[config.mk]
export PLATFORM = sky130hd
export DESIGN_NAME = rf_phoenix_fifo_param
export DESIGN_NICKNAME = d
export VERILOG_FILES = /design/src/rtl/rf_phoenix_fifo_param.sv
export SDC_FILE = /design/constraint.sdc
export NUM_CORES = 2
export LEC_CHECK = 0
export CORE_AREA = 2 2 455 457
export CTS_BUF_LIST = sky130_fd_sc_hd__clkbuf_8
export DETAILED_ROUTE_END_ITERATION = 8
export DIE_AREA = 0 0 457 459
export MAX_ROUTING_LAYER = met4
export SLEW_MARGIN = 10
export SYNTH_ARGS = -nofsm -noshare
export SYNTH_HDL_FRONTEND = slang
export SYNTH_SLANG_ARGS = --single-unit
[constraint.sdc]
create_clock -name clk -period 5.1 [get_ports clk]
set_input_delay 1.275 -clock clk [delete_from_list [all_inputs] [get_ports clk]]
set_output_delay 1.275 -clock clk [all_outputs]
set_load 0.02 [all_outputs]
[src/rtl/rf_phoenix_fifo_param.sv]
// rf_phoenix_fifo_param: parametrised synchronous FIFO with registered or fall-through read,
// threshold flags, sticky overflow/underflow and synchronous flush.
module rf_phoenix_fifo_param #(
    parameter int WID = 32,
    parameter int DEPTH_LOG2 = 6,
    parameter bit FWFT = 1'b0,
    parameter int AF_LEVEL = (1 << DEPTH_LOG2) - 4,
    parameter int AE_LEVEL = 2
) (
    input  logic                  clk,
    input  logic                  rst,
    input  logic                  clr,
    input  logic                  wr,
    input  logic [WID-1:0]        di,
    input  logic                  rd,
    output logic [WID-1:0]        dout,
    output logic                  v,
    output logic [DEPTH_LOG2:0]   cnt,
    output logic                  full,
    output logic                  empty,
    output logic                  almost_full,
    output logic                  almost_empty,
    output logic                  ovf,
    output logic                  unf
);
    localparam int DEPTH = 1 << DEPTH_LOG2;
    localparam int PW = DEPTH_LOG2;
    localparam int CW = DEPTH_LOG2 + 1;
    logic [WID-1:0] mem [DEPTH];
    logic [PW-1:0]  wr_ptr, rd_ptr;
    logic [WID-1:0] dout_r;
    logic           v_r;
    logic           wr_acc, rd_acc;
    assign full = cnt == CW'(DEPTH);
    assign empty = cnt == '0;
    assign almost_full = cnt >= CW'(AF_LEVEL);
    assign almost_empty = cnt <= CW'(AE_LEVEL);
    // a read at full frees the slot the same-cycle write lands in
    assign rd_acc = rd & !empty & !clr;
    assign wr_acc = wr & (!full | rd) & !clr & !rst;
    assign dout = FWFT ? (empty ? '0 : mem[rd_ptr]) : dout_r;
    assign v = FWFT ? !empty : v_r;
    always_ff @(posedge clk)
        if (wr_acc)
            mem[wr_ptr] <= di;
    always_ff @(posedge clk or posedge rst)
        if (rst) begin
            wr_ptr <= '0;
            rd_ptr <= '0;
            cnt <= '0;
            dout_r <= '0;
            v_r <= 1'b0;
            ovf <= 1'b0;
            unf <= 1'b0;
        end else if (clr) begin
            wr_ptr <= '0;
            rd_ptr <= '0;
            cnt <= '0;
            dout_r <= '0;
            v_r <= 1'b0;
            ovf <= 1'b0;
            unf <= 1'b0;
        end else begin
            if (wr_acc)
                wr_ptr <= wr_ptr + PW'(1);
            if (rd_acc) begin
                rd_ptr <= rd_ptr + PW'(1);
                dout_r <= mem[rd_ptr];
            end
            cnt <= cnt + CW'(wr_acc) - CW'(rd_acc);
            v_r <= rd_acc;
            if (wr & !wr_acc)
                ovf <= 1'b1;
            if (rd & empty)
                unf <= 1'b1;
        end
endmodule

==> run_results.csv <==
group,metric,value,unit
drt,wirelength,218000,µm
die,die_w,457,µm
power_and_ir_drop,ir_drop,0.299,mV
timing,min_period,4.98,ns
yosys,synth_cell_types,71,
timing,rsz0062_at_grt,"no",
clocking,post_cts_resized,0,
setup_path,cp-start-kind,"flip-flop",
cells_and_area,drive_gt1_share,26.9,%
drt,wl_met2,108000,µm
timing,setup_violations,0,
yosys,synth_top_family_by_area,"multiplexers",
yosys,yosys.area.top_type,"edfxtp_1",
setup_path,critical_path_class,"reg -> out",
grt,track_usage,21.3,%
yosys,synth-simple-area-share,2.05,%
placement,dp_hpwl,136000,µm
placement,dp_cells,6552,
clocking,clk_latency,1.08,ns
clocking,cts-htree-levels,5,
yosys,yosysTopAreaCellShare,75.6,%
yosys,synth_edf_count,2048,
clocking,cts_max_path_buffers,4,
grt,grt_pass1_vias,41300,
clocking,cts.clk_slew.worst_paths,0.06,ns
drt,ant_nets,0,
yosys,syn_area,81400,µm²
yosys,synth_area_leaders,"edfxtp_1, mux4_2, mux2i_1",
clocking,cts_root_buffer,"clkbuf_8",
setup_path,critical_path_peak_fanout,5,
cells_and_area,nets,4249,
drt,dr_total_vias,40300,
timing,period_share,97.7,%
clocking,numCtsBuffers,343,
die,core,206000,µm²
setup_path,endpoint_kind,"output pin",
timing,setup-tns-final,0,ns
die,ioPinCount,83,
clocking,ctsHoldBuffers,0,
grt,grt_max_degree,87,
die,die_y,459,µm
yosys,muxShareOfSynthArea,15.4,%
setup_path,arrival,3.71,ns
clocking,cts_tree,"built",
drt,via_per_inst,5.64,
drt,detail_route.wl_per_cell,30.5,µm
grt,grt_first_pass_wirelength,309000,µm
power_and_ir_drop,power.total,38.6,mW
yosys,synth_xor_xnor_area_share,0.118,%
timing,skew,0.0560,ns
setup_path,crit_required,3.83,ns
die,initial_core_util,39.6,%
placement,portBuffers,82,
cells_and_area,n_fill_cell,17400,
grt,grt_overflow,0,
die,rows,167,
cells_and_area,syn_to_final_growth,13.9,%
timing,slew_headroom,23.2,%
run,maxCapViolCount,0,
timing,fmax,201,MHz
timing,slew_viol_final,0,
placement,routabilityCongestion,0.834,
yosys,yosysWarnings,0,
drt,top_layer_used,"met4",
yosys,synth-seq-area-share,77.2,%
yosys,synth_flop_cell,"edfxtp_1",
outcome,status,"completed",
clocking,clkSinkCount,2102,
yosys,synth_fa_ha_area_share,0.301,%
drt,drt_iter0_drc,4262,
yosys,async_flop_share,2.57,%
clocking,cts_setup_buffers,0,
drt,wl_met1,88800,µm
timing,worstMarginPinSlew,1.15,ns
grt,antenna_found_initial,11,
worst_hold_path,hp-class,"in -> async",
yosys,synth_nets,3804,
cells_and_area,fin_cells,7143,
power_and_ir_drop,p_per_area,416,nW/µm²
yosys,ys_ff_latch,2102,
timing,hold_viol_final,0,
drt,wl_met3,14200,µm
timing,whs,0.478,ns
drt,drc,0,
yosys,syn_avg_cell_area,21.7,µm²
yosys,syn_inst,3748,
drt,first_pass_iters,5,
yosys,synth_compound_area_share,3.02,%
power_and_ir_drop,p_leak,28.8,nW
die,die-area,210000,µm²
[path summary, 6_finish.rpt]
check	startpoint	to	slack, ns	depth (start not counted)
worst max-delay path	cnt[2]$_DFF_PP0_	empty	0.12	5
worst min-delay path	rst	dout[4]$_DFFE_PP0P_	0.48	2
worst max register to register	rd_ptr[0]$_DFFE_PP0P_	dout[12]$_DFFE_PP0P_	1.31	6
worst min register to register	unf$_DFFE_PP0P_	unf$_DFFE_PP0P_	0.51	2
max in group asynchronous	rst	rd_ptr[4]$_DFFE_PP0P_	3.57	3
min in group clk	unf$_DFFE_PP0P_	unf$_DFFE_PP0P_	0.51	2
[metrics by stage]
stage / worst slack (ns) / area (µm²) / util [%]
floorplan: 0.923 / 81400 / -
global placement: 0.584 / 86700 / 42.1
detailed placement: 0.579 / 86700 / 42.2
CTS: 0.142 / 92700 / 45.1
global route: 0.175 / 92700 / 45.1
finish: 0.116 / 92700 / 45.1
[critical path: stages, from the launching register on]
cell	delay, ns
dfrtp_1	0.43
inv_1	0.14
ha_1	0.18
nand4bb_1	0.41
nor2_1	0.75
clkdlybuf4s50_1	0.74
[layout make-up]
class | instances | area (µm²) | share of cell area, %
diodes | 8 | 20.0 | 0.0216
flip-flops and latches | 2102 | 62900 | 67.8
well taps | 2704 | 3380 | 3.65
clock buffers | 359 | 4940 | 5.33
inverters | 16 | 61.3 | 0.0662
multi-input cells | 1419 | 17500 | 18.9
clock inverters | 224 | 1040 | 1.12
repair buffers | 311 | 2840 | 3.07
[state kept, by name, summed over array words and instances (netlist names)]
register / cells
ovf: 1
wr_ptr: 6
rd_ptr: 6
mem: 2048
dout: 32
unf: 1
v: 1
cnt: 7
[Yosys cell counts, drive strengths merged, types with 5 or more instances]
| cell | instances |
|---|---|
| clkbuf | 53 |
| a221o | 10 |
| mux2i | 243 |
| o21ai | 43 |
| nand3 | 21 |
| ha | 18 |
| xnor2 | 8 |
| nand3b | 6 |
| o211ai | 5 |
| dfrtp | 54 |
| edfxtp | 2048 |
| buf | 158 |
| nor3 | 16 |
| a22o | 17 |
| and3 | 15 |
| nand2 | 71 |
| a22oi | 76 |
| nand2b | 27 |
| nor2 | 141 |
| inv | 15 |
| a2111oi | 22 |
| a21oi | 44 |
| a211oi | 11 |
| a32oi | 20 |
| or3 | 5 |
| o22ai | 44 |
| nor4 | 14 |
| and2 | 8 |
| o21bai | 11 |
| nor2b | 15 |
| mux4 | 442 |
| a31oi | 7 |
| a221oi | 15 |
| mux2 | 9 |
[layer usage]
layer | track usage (%) | vias up
li1 | - | 16700
met1 | 27.8 | 21600
met2 | 34.2 | 1617
met3 | 3.76 | 345
met4 | 7.07 | 0
met5 | - | -
[layout by cell type, fill, tap and decap left out, types with 20 or more instances in the layout]
cell             instances
edfxtp_1              2048
mux4_2                 428
clkbuf_8               359
mux2i_1                243
buf_4                  192
inv_1                  127
a22oi_1                 76
nor2_1                  71
nand2_1                 71
clkinv_1                70
nor2_4                  65
dfrtp_1                 49
clkdlybuf4s50_1         49
a21oi_1                 44
o22ai_1                 44
buf_12                  37
o21ai_0                 36
buf_2                   32
clkinv_2                30
nand2b_1                27
nand3_1                 21
a32oi_1                 20
[kinds of logic (layout without fill, tap and decap cells)]
logic type,Yosys count,after routing
buf+inv,227,910
simple gates,352,352
flops,2102,2102
mux,694,694
xor+xnor,11,11
fa+ha+maj,19,19
other cells,0,8
compound gates,343,343
[where the power goes]
part,leakage (nW),total (mW),switching (mW),internal [mW]
Clock,3.49,13.2,6.46,6.72
Sequential,19.1,19.4,0.319,19.1
Combinational,6.20,6.00,3.37,2.62
Total,28.8,38.6,10.2,28.4
Note: power is estimated with default switching activity, not from simulation.
